===== config.mk =====
export PLATFORM = sky130hd
export DESIGN_NAME = mc_control_fsm
export DESIGN_NICKNAME = d
export VERILOG_FILES = /design/src/rtl/mc_control_fsm_pkg.sv /design/src/rtl/mc_control_fsm_alu_decode.sv /design/src/rtl/mc_control_fsm.sv
export SDC_FILE = /design/constraint.sdc
export NUM_CORES = 1
export LEC_CHECK = 0
export CELL_PAD_IN_SITES_DETAIL_PLACEMENT = 1
export CELL_PAD_IN_SITES_GLOBAL_PLACEMENT = 2
export CORE_UTILIZATION = 25
export CTS_CLUSTER_SIZE = 12
export DETAILED_ROUTE_END_ITERATION = 10
export DONT_BUFFER_PORTS = 1
export HOLD_SLACK_MARGIN = 0.15
export PLACE_DENSITY_LB_ADDON = 0.25
export SYNTH_ARGS = -nofsm -noshare
export SYNTH_HDL_FRONTEND = slang
export SYNTH_SLANG_ARGS = --single-unit

===== constraint.sdc =====
create_clock -name clk_100M -period 1.5 [get_ports clk_100M]
set_clock_uncertainty 0.2 [all_clocks]
set_input_delay 0.075 -clock clk_100M [delete_from_list [all_inputs] [get_ports clk_100M]]
set_output_delay 0.075 -clock clk_100M [all_outputs]
set_load 0.01 [all_outputs]

===== src/rtl/mc_control_fsm_pkg.sv =====
// Shared types and constants for the multicycle MIPS main controller.
// Latency: n/a (declarations only).
// Backpressure: n/a.
package mc_control_fsm_pkg;

    // 4-bit state encoding. HALT has no code of its own because all 16 codes are in use.
    // It is ST_ILLEGAL with the controller's sticky halted flag set (see mc_control_fsm).
    typedef enum logic [3:0] {
        ST_FETCH   = 4'd0,
        ST_DECODE  = 4'd1,
        ST_MEMADR  = 4'd2,
        ST_MEMRD   = 4'd3,
        ST_MEMWB   = 4'd4,
        ST_MEMWR   = 4'd5,
        ST_EXEC    = 4'd6,
        ST_ALUWB   = 4'd7,
        ST_IEXEC   = 4'd8,
        ST_IWB     = 4'd9,
        ST_BRANCH  = 4'd10,
        ST_JUMP    = 4'd11,
        ST_JAL1    = 4'd12,
        ST_JAL2    = 4'd13,
        ST_JR      = 4'd14,
        ST_ILLEGAL = 4'd15
    } state_e;

    localparam logic [5:0] OP_RTYPE = 6'h00;
    localparam logic [5:0] OP_J     = 6'h02;
    localparam logic [5:0] OP_JAL   = 6'h03;
    localparam logic [5:0] OP_BEQ   = 6'h04;
    localparam logic [5:0] OP_BNE   = 6'h05;
    localparam logic [5:0] OP_ADDI  = 6'h08;
    localparam logic [5:0] OP_SLTI  = 6'h0A;
    localparam logic [5:0] OP_LW    = 6'h23;
    localparam logic [5:0] OP_SW    = 6'h2B;
    localparam logic [5:0] FN_JR    = 6'h08;

    localparam logic [3:0] ALU_ADD  = 4'd0;
    localparam logic [3:0] ALU_SUB  = 4'd1;
    localparam logic [3:0] ALU_AND  = 4'd2;
    localparam logic [3:0] ALU_OR   = 4'd3;
    localparam logic [3:0] ALU_XOR  = 4'd4;
    localparam logic [3:0] ALU_NOR  = 4'd5;
    localparam logic [3:0] ALU_SLT  = 4'd6;
    localparam logic [3:0] ALU_SLTU = 4'd7;
    localparam logic [3:0] ALU_NE   = 4'd11;

    localparam logic [2:0] SRCB_B      = 3'b000;
    localparam logic [2:0] SRCB_FOUR   = 3'b001;
    localparam logic [2:0] SRCB_IMM    = 3'b010;
    localparam logic [2:0] SRCB_IMMSH2 = 3'b011;
    localparam logic [2:0] SRCB_ZERO   = 3'b100;

    // Every datapath control bundled so the decoder can default it in one assignment.
    typedef struct packed {
        logic       iord;
        logic       alu_src_a;
        logic [2:0] alu_src_b;
        logic [1:0] pc_src;
        logic [1:0] mem_to_reg;
        logic [1:0] reg_dst;
        logic [3:0] alu_op;
        logic       ir_write;
        logic       pc_write;
        logic       reg_write;
        logic       mem_write;
        logic       branch;
        logic       branch_ctrl;
        logic       illegal;
    } ctrl_t;

endpackage


===== src/rtl/mc_control_fsm_alu_decode.sv =====
// ALU opcode decode from funct (R-type) and opcode (I-type/branch); flags unknown funct.
// Latency: purely combinational.
// Backpressure: none.
module mc_alu_decode
    import mc_control_fsm_pkg::*;
(
    input  logic [5:0] opcode_i,
    input  logic [5:0] funct_i,
    output logic [3:0] funct_aluop_o,
    output logic       funct_legal_o,
    output logic [3:0] opc_aluop_o
);

    always_comb begin
        funct_aluop_o = ALU_ADD;
        funct_legal_o = 1'b1;
        case (funct_i)
            6'h20, 6'h21: funct_aluop_o = ALU_ADD;
            6'h22, 6'h23: funct_aluop_o = ALU_SUB;
            6'h24:        funct_aluop_o = ALU_AND;
            6'h25:        funct_aluop_o = ALU_OR;
            6'h26:        funct_aluop_o = ALU_XOR;
            6'h27:        funct_aluop_o = ALU_NOR;
            6'h2A:        funct_aluop_o = ALU_SLT;
            6'h2B:        funct_aluop_o = ALU_SLTU;
            default:      funct_legal_o = 1'b0;
        endcase
    end

    // Used in IEXEC (addi/slti) and BRANCH (beq/bne); other opcodes never reach those states.
    always_comb begin
        opc_aluop_o = ALU_ADD;
        case (opcode_i)
            OP_SLTI: opc_aluop_o = ALU_SLT;
            OP_BEQ:  opc_aluop_o = ALU_SUB;
            OP_BNE:  opc_aluop_o = ALU_NE;
            default: opc_aluop_o = ALU_ADD;
        endcase
    end

endmodule


===== src/rtl/mc_control_fsm.sv =====
// Multicycle MIPS main controller: sequences fetch/decode/execute/mem/write-back, drives all datapath controls.
// Latency: lw 5, sw/R/addi/slti/jal 4, beq/bne/j/jr 3 enabled cycles; outputs are Moore (AluOp also from IR).
// Backpressure: state advances only when clk_en=1; with MC_CTRL_MEM_WAIT_EN, memory states also wait on mem_ready.
//
// Ports: clk_100M/rst (sync, active-high), clk_en, instruction (IR), mem_ready (MC_CTRL_MEM_WAIT_EN only),
//        datapath selects IorD/AluSrcA/AluSrcB/PCSrc/MemtoReg/RegDst/AluOp, write enables IRWrite/PCWrite/
//        RegWrite/MemWrite, Branch/BranchCtrl, illegal_instr pulse, state_o debug state.
// Parameter ILLEGAL_TRAP: 0 returns to FETCH after an illegal instruction, 1 halts until reset.
// Macro MC_CTRL_MEM_WAIT_EN: adds mem_ready handshake on FETCH/MEMRD/MEMWR.
module mc_control_fsm
    import mc_control_fsm_pkg::*;
#(
    parameter int ILLEGAL_TRAP = 0
) (
    input  logic        clk_100M,
    input  logic        rst,
    input  logic        clk_en,
    input  logic [31:0] instruction,
`ifdef MC_CTRL_MEM_WAIT_EN
    input  logic        mem_ready,
`endif
    output logic        IorD,
    output logic        AluSrcA,
    output logic [2:0]  AluSrcB,
    output logic [1:0]  PCSrc,
    output logic [1:0]  MemtoReg,
    output logic [1:0]  RegDst,
    output logic [3:0]  AluOp,
    output logic        IRWrite,
    output logic        PCWrite,
    output logic        RegWrite,
    output logic        MemWrite,
    output logic        Branch,
    output logic        BranchCtrl,
    output logic        illegal_instr,
    output logic [3:0]  state_o
);

    state_e     state_q, state_d;
    logic       halted_q, halted_d;
    ctrl_t      ctl, out;
    logic       mem_ok;
    logic [5:0] opcode, funct;
    logic [3:0] funct_aluop, opc_aluop;
    logic       funct_legal;
    logic       unused_instr;

    assign opcode       = instruction[31:26];
    assign funct        = instruction[5:0];
    assign unused_instr = ^instruction[25:6];

`ifdef MC_CTRL_MEM_WAIT_EN
    assign mem_ok = mem_ready;
`else
    assign mem_ok = 1'b1;
`endif

    mc_alu_decode u_alu_decode (
        .opcode_i      (opcode),
        .funct_i       (funct),
        .funct_aluop_o (funct_aluop),
        .funct_legal_o (funct_legal),
        .opc_aluop_o   (opc_aluop)
    );

    always_ff @(posedge clk_100M) begin
        if (rst) begin
            state_q  <= ST_FETCH;
            halted_q <= 1'b0;
        end else if (clk_en) begin
            state_q  <= state_d;
            halted_q <= halted_d;
        end
    end

    always_comb begin
        state_d  = state_q;
        halted_d = halted_q;
        ctl      = '0;
        case (state_q)
            ST_FETCH: begin
                ctl.alu_src_b = SRCB_FOUR;
                ctl.alu_op    = ALU_ADD;
                ctl.ir_write  = 1'b1;
                ctl.pc_write  = 1'b1;
                if (mem_ok) state_d = ST_DECODE;
            end
            ST_DECODE: begin
                // Branch target is computed speculatively into AluOut here.
                ctl.alu_src_b = SRCB_IMMSH2;
                ctl.alu_op    = ALU_ADD;
                case (opcode)
                    OP_LW, OP_SW:     state_d = ST_MEMADR;
                    OP_RTYPE:         state_d = (funct == FN_JR) ? ST_JR : ST_EXEC;
                    OP_ADDI, OP_SLTI: state_d = ST_IEXEC;
                    OP_BEQ, OP_BNE:   state_d = ST_BRANCH;
                    OP_J:             state_d = ST_JUMP;
                    OP_JAL:           state_d = ST_JAL1;
                    default:          state_d = ST_ILLEGAL;
                endcase
            end
            ST_MEMADR: begin
                ctl.alu_src_a = 1'b1;
                ctl.alu_src_b = SRCB_IMM;
                ctl.alu_op    = ALU_ADD;
                state_d       = (opcode == OP_SW) ? ST_MEMWR : ST_MEMRD;
            end
            ST_MEMRD: begin
                ctl.iord = 1'b1;
                if (mem_ok) state_d = ST_MEMWB;
            end
            ST_MEMWB: begin
                ctl.mem_to_reg = 2'b01;
                ctl.reg_write  = 1'b1;
                state_d        = ST_FETCH;
            end
            ST_MEMWR: begin
                ctl.iord      = 1'b1;
                ctl.mem_write = 1'b1;
                if (mem_ok) state_d = ST_FETCH;
            end
            ST_EXEC: begin
                ctl.alu_src_a = 1'b1;
                ctl.alu_src_b = SRCB_B;
                ctl.alu_op    = funct_aluop;
                state_d       = funct_legal ? ST_ALUWB : ST_ILLEGAL;
            end
            ST_ALUWB: begin
                ctl.reg_dst   = 2'b01;
                ctl.reg_write = 1'b1;
                state_d       = ST_FETCH;
            end
            ST_IEXEC: begin
                ctl.alu_src_a = 1'b1;
                ctl.alu_src_b = SRCB_IMM;
                ctl.alu_op    = opc_aluop;
                state_d       = ST_IWB;
            end
            ST_IWB: begin
                ctl.reg_write = 1'b1;
                state_d       = ST_FETCH;
            end
            ST_BRANCH: begin
                ctl.alu_src_a   = 1'b1;
                ctl.alu_src_b   = SRCB_B;
                ctl.alu_op      = opc_aluop;
                ctl.branch      = 1'b1;
                ctl.branch_ctrl = (opcode == OP_BNE);
                ctl.pc_src      = 2'b01;
                state_d         = ST_FETCH;
            end
            ST_JUMP: begin
                ctl.pc_src   = 2'b10;
                ctl.pc_write = 1'b1;
                state_d      = ST_FETCH;
            end
            ST_JAL1: begin
                // A + 0 with A selecting PC latches PC+4 into AluOut for the link write.
                ctl.alu_src_b = SRCB_ZERO;
                ctl.alu_op    = ALU_ADD;
                state_d       = ST_JAL2;
            end
            ST_JAL2: begin
                ctl.reg_dst    = 2'b10;
                ctl.mem_to_reg = 2'b10;
                ctl.reg_write  = 1'b1;
                ctl.pc_src     = 2'b10;
                ctl.pc_write   = 1'b1;
                state_d        = ST_FETCH;
            end
            ST_JR: begin
                ctl.alu_src_a = 1'b1;
                ctl.alu_src_b = SRCB_ZERO;
                ctl.alu_op    = ALU_ADD;
                ctl.pc_write  = 1'b1;
                state_d       = ST_FETCH;
            end
            ST_ILLEGAL: begin
                // Halted flag turns this state into the trap HALT: outputs stay 0 until reset.
                if (!halted_q) begin
                    ctl.illegal = 1'b1;
                    if (ILLEGAL_TRAP != 0) halted_d = 1'b1;
                    else                   state_d  = ST_FETCH;
                end
            end
            default: state_d = ST_FETCH;
        endcase
    end

    // Write enables wait for memory; reset forces everything quiet so an abandoned instruction writes nothing.
    always_comb begin
        out           = ctl;
        out.ir_write  = ctl.ir_write  & mem_ok;
        out.pc_write  = ctl.pc_write  & mem_ok;
        out.mem_write = ctl.mem_write & mem_ok;
        if (rst) out = '0;
    end

    assign IorD          = out.iord;
    assign AluSrcA       = out.alu_src_a;
    assign AluSrcB       = out.alu_src_b;
    assign PCSrc         = out.pc_src;
    assign MemtoReg      = out.mem_to_reg;
    assign RegDst        = out.reg_dst;
    assign AluOp         = out.alu_op;
    assign IRWrite       = out.ir_write;
    assign PCWrite       = out.pc_write;
    assign RegWrite      = out.reg_write;
    assign MemWrite      = out.mem_write;
    assign Branch        = out.branch;
    assign BranchCtrl    = out.branch_ctrl;
    assign illegal_instr = out.illegal;
    assign state_o       = rst ? 4'd0 : state_q;

endmodule

==> impl_metrics.env <==
export IMPL_largest_register_ffs=4
export IMPL_irDropWorstVdd_uv=401
export IMPL_yosysTopAreaCellShare_pct=10.8
export IMPL_die_x_um=56.4
export IMPL_final_hold_viol_count=9
export IMPL_synthArstFlopShare_pct=0
export IMPL_core_area_um2=2780
export IMPL_fillers=345
export IMPL_syn2layout_area_growth_pct=87.1
export IMPL_drt_wl_total_um=3430
export IMPL_synth_top_family_by_area="simple AND/OR/NAND/NOR gates"
export IMPL_io_pins=61
export IMPL_ant_nets=0
export IMPL_endpoint_kind="primary output"
export IMPL_dp_hpwl_um=2150
export IMPL_drv_cap=0
export IMPL_yosys_area_share_simple_pct=43.7
export IMPL_dr_pass1_iters=4
export IMPL_synth_edf_count=0
export IMPL_setup_slack_ns=-0.244
export IMPL_grt_first_pass_wirelength_um=5010
export IMPL_antenna_found_initial=0
export IMPL_path_max_fanout=4
export IMPL_cts_root_buf="clkbuf_4"
export IMPL_synth_compound_area_share_pct=28.6
export IMPL_worstSetupPathType="flop to primary output"
export IMPL_cts_tree="built"
export IMPL_ys_seq_area_share_pct=10.8
export IMPL_fin_nets=187
export IMPL_start_kind="flop"
export IMPL_tightest_slew_ns=0.345
export IMPL_syn_cell_area_um2=739
export IMPL_fmax_ghz=0.573
export IMPL_pre_cts_slack_ns=-0.127
export IMPL_place_congestion=0.882
export IMPL_cts_buffers=3
export IMPL_fp_dieH_um=56.4
export IMPL_track_usage_pct=20.0
export IMPL_clk_latency_ns=0.23
export IMPL_viasPerCell=5.91
export IMPL_grt_pass1_vias=1031
export IMPL_drt_iter0_drc=26
export IMPL_rsz0062_at_grt="true"
export IMPL_vias=1070
export IMPL_slew_headroom_pct=76.8
export IMPL_period_share_pct=116
export IMPL_reg_top3="state_q: 4 flops"
export IMPL_run_status="finished with violations"
export IMPL_largest_register="state_q"
export IMPL_clock_path_buffers=2
export IMPL_setup_viol=17
export IMPL_synth_top_area_cell="dfxtp_1"
export IMPL_worst_hold_slack_ns=-0.286
export IMPL_drive_gt1_share_pct=62.0
export IMPL_clk_pin_slew_ns=0.04
export IMPL_yosysUniqueCellTypes=40
export IMPL_synthAdderAreaFrac_pct=0
export IMPL_ys_seq_elements=4
export IMPL_multiInputGateArea_um2=827
export IMPL_die_area_um2=3180
export IMPL_avgSynthCellArea_um2=6.43
export IMPL_cp_arrival_ns=1.47
export IMPL_hold_path_class="primary input to flop"
export IMPL_synthXorXnorAreaFrac_pct=3.55
export IMPL_cp_required_ns=1.22
export IMPL_initial_core_util_pct=26.6
export IMPL_synth_area_top_cells="dfxtp_1, nor3_1, nor2_1, nand2b_1, a21oi_1"
export IMPL_yosysWarningCount=0
export IMPL_htreeDepth=1
export IMPL_synthCells=115
export IMPL_seq_area_um2=95.1
export IMPL_power_density_nw_per_um2=481
export IMPL_numPortBuffers=0
export IMPL_leakagePower_uw=0.000536
export IMPL_fin_crit_ns=1.74
export IMPL_grt_ovfl_total=0
export IMPL_violations="hold timing, setup timing"
export IMPL_wl_per_cell_um=18.9
export IMPL_synthMuxAreaShare_pct=2.88
export IMPL_rows=19
export IMPL_grt_max_degree=19
export IMPL_synth_nets=150
export IMPL_slew_viol_final=0
export IMPL_antenna_cells=0
export IMPL_drc_errors=0
export IMPL_synth_main_ff_cell="dfxtp_1"
export IMPL_ctsHoldBuffers=1
export IMPL_cts_sinks=4
layout make-up:
cell class                 instances  area share, %
timing repair buffer              43           27.3
sequential                         4           6.87
multi-input combinational         94           59.8
inverter                           6           1.63
clock buffer                       3           1.63
tap                               31           2.80
cells in the mapped netlist (all sizes together), types with 3 or more instances:
| library cell | count |
|---|---|
| nand2 | 6 |
| clkbuf | 6 |
| a21oi | 8 |
| nor4 | 4 |
| and3 | 3 |
| nand2b | 8 |
| nor3 | 11 |
| buf | 5 |
| nand3 | 3 |
| o21ai | 6 |
| nor2 | 14 |
| inv | 6 |
| o31ai | 3 |
| dfxtp | 4 |
final timing paths:
check	depth (start not counted)	slack (ns)	end	start
hold / removal	1	-0.29	state_q[0]	rst
setup reg to reg	5	-0.09	state_q[3]	state_q[1]
setup / recovery	5	-0.24	PCWrite	state_q[1]
hold reg to reg	3	0.53	state_q[0]	state_q[0]
where the power goes:
part,total (µW),switching [µW],internal [µW]
Clock,133,43.6,89.5
Sequential,134,19.6,114
Combinational,398,187,211
timing repair:
action	CTS	global route
gates resized for setup	52	22
pin swaps	18	17
endpoints found under the setup margin	25	23
setup buffers	9	4
hold endpoints to repair	17	17
routing by layer:
metal	global-route usage (%)	vias to the layer above	share of wire (%)
li1	-	499	-
met5	0	-	0
met1	27.0	522	44
met3	1.38	2	4.3
met2	34.2	47	51
met4	5.92	0	0.41
per-stage QoR:
step,TNS [ns],util [%],instances,power [µW],cell area (µm²)
floorplan,0,-,115,292,766
global route,-2.93,49.8,181,708,1380
finish,-1.88,49.8,181,665,1380
CTS,-1.89,45.4,178,604,1260
detailed placement,-0.575,35.1,166,384,977
global placement,-0.401,35.1,166,381,977
critical path, stage by stage, from the launching register on:
cell and delay, ns:
dfxtp_4 0.35, buf_6 0.12, or3_4 0.36, nor2_1 0.16, a21oi_2 0.05, nor2_2 0.19
cell usage in the layout, fill, tap and decap left out, drive strengths merged, types with 4 or more instances in the layout:
master | netlist | routed
nor2 | 14 | 14
dfxtp | 4 | 4
buf | 5 | 42
o21ai | 6 | 6
a21oi | 8 | 8
inv | 6 | 6
nand2 | 6 | 6
nand2b | 8 | 8
nor4 | 4 | 4
nor3 | 11 | 11
cell families (layout without fill, tap and decap cells):
logic type | Yosys count | in the layout
buffers and inverters | 17 | 52
XOR/XNOR | 3 | 3
AO/OA/AOI/OAI | 31 | 31
flip-flops | 4 | 4
multiplexers | 2 | 2
AND/OR/NAND/NOR | 58 | 58
No activity file was read; power rests on OpenSTA's default activity.
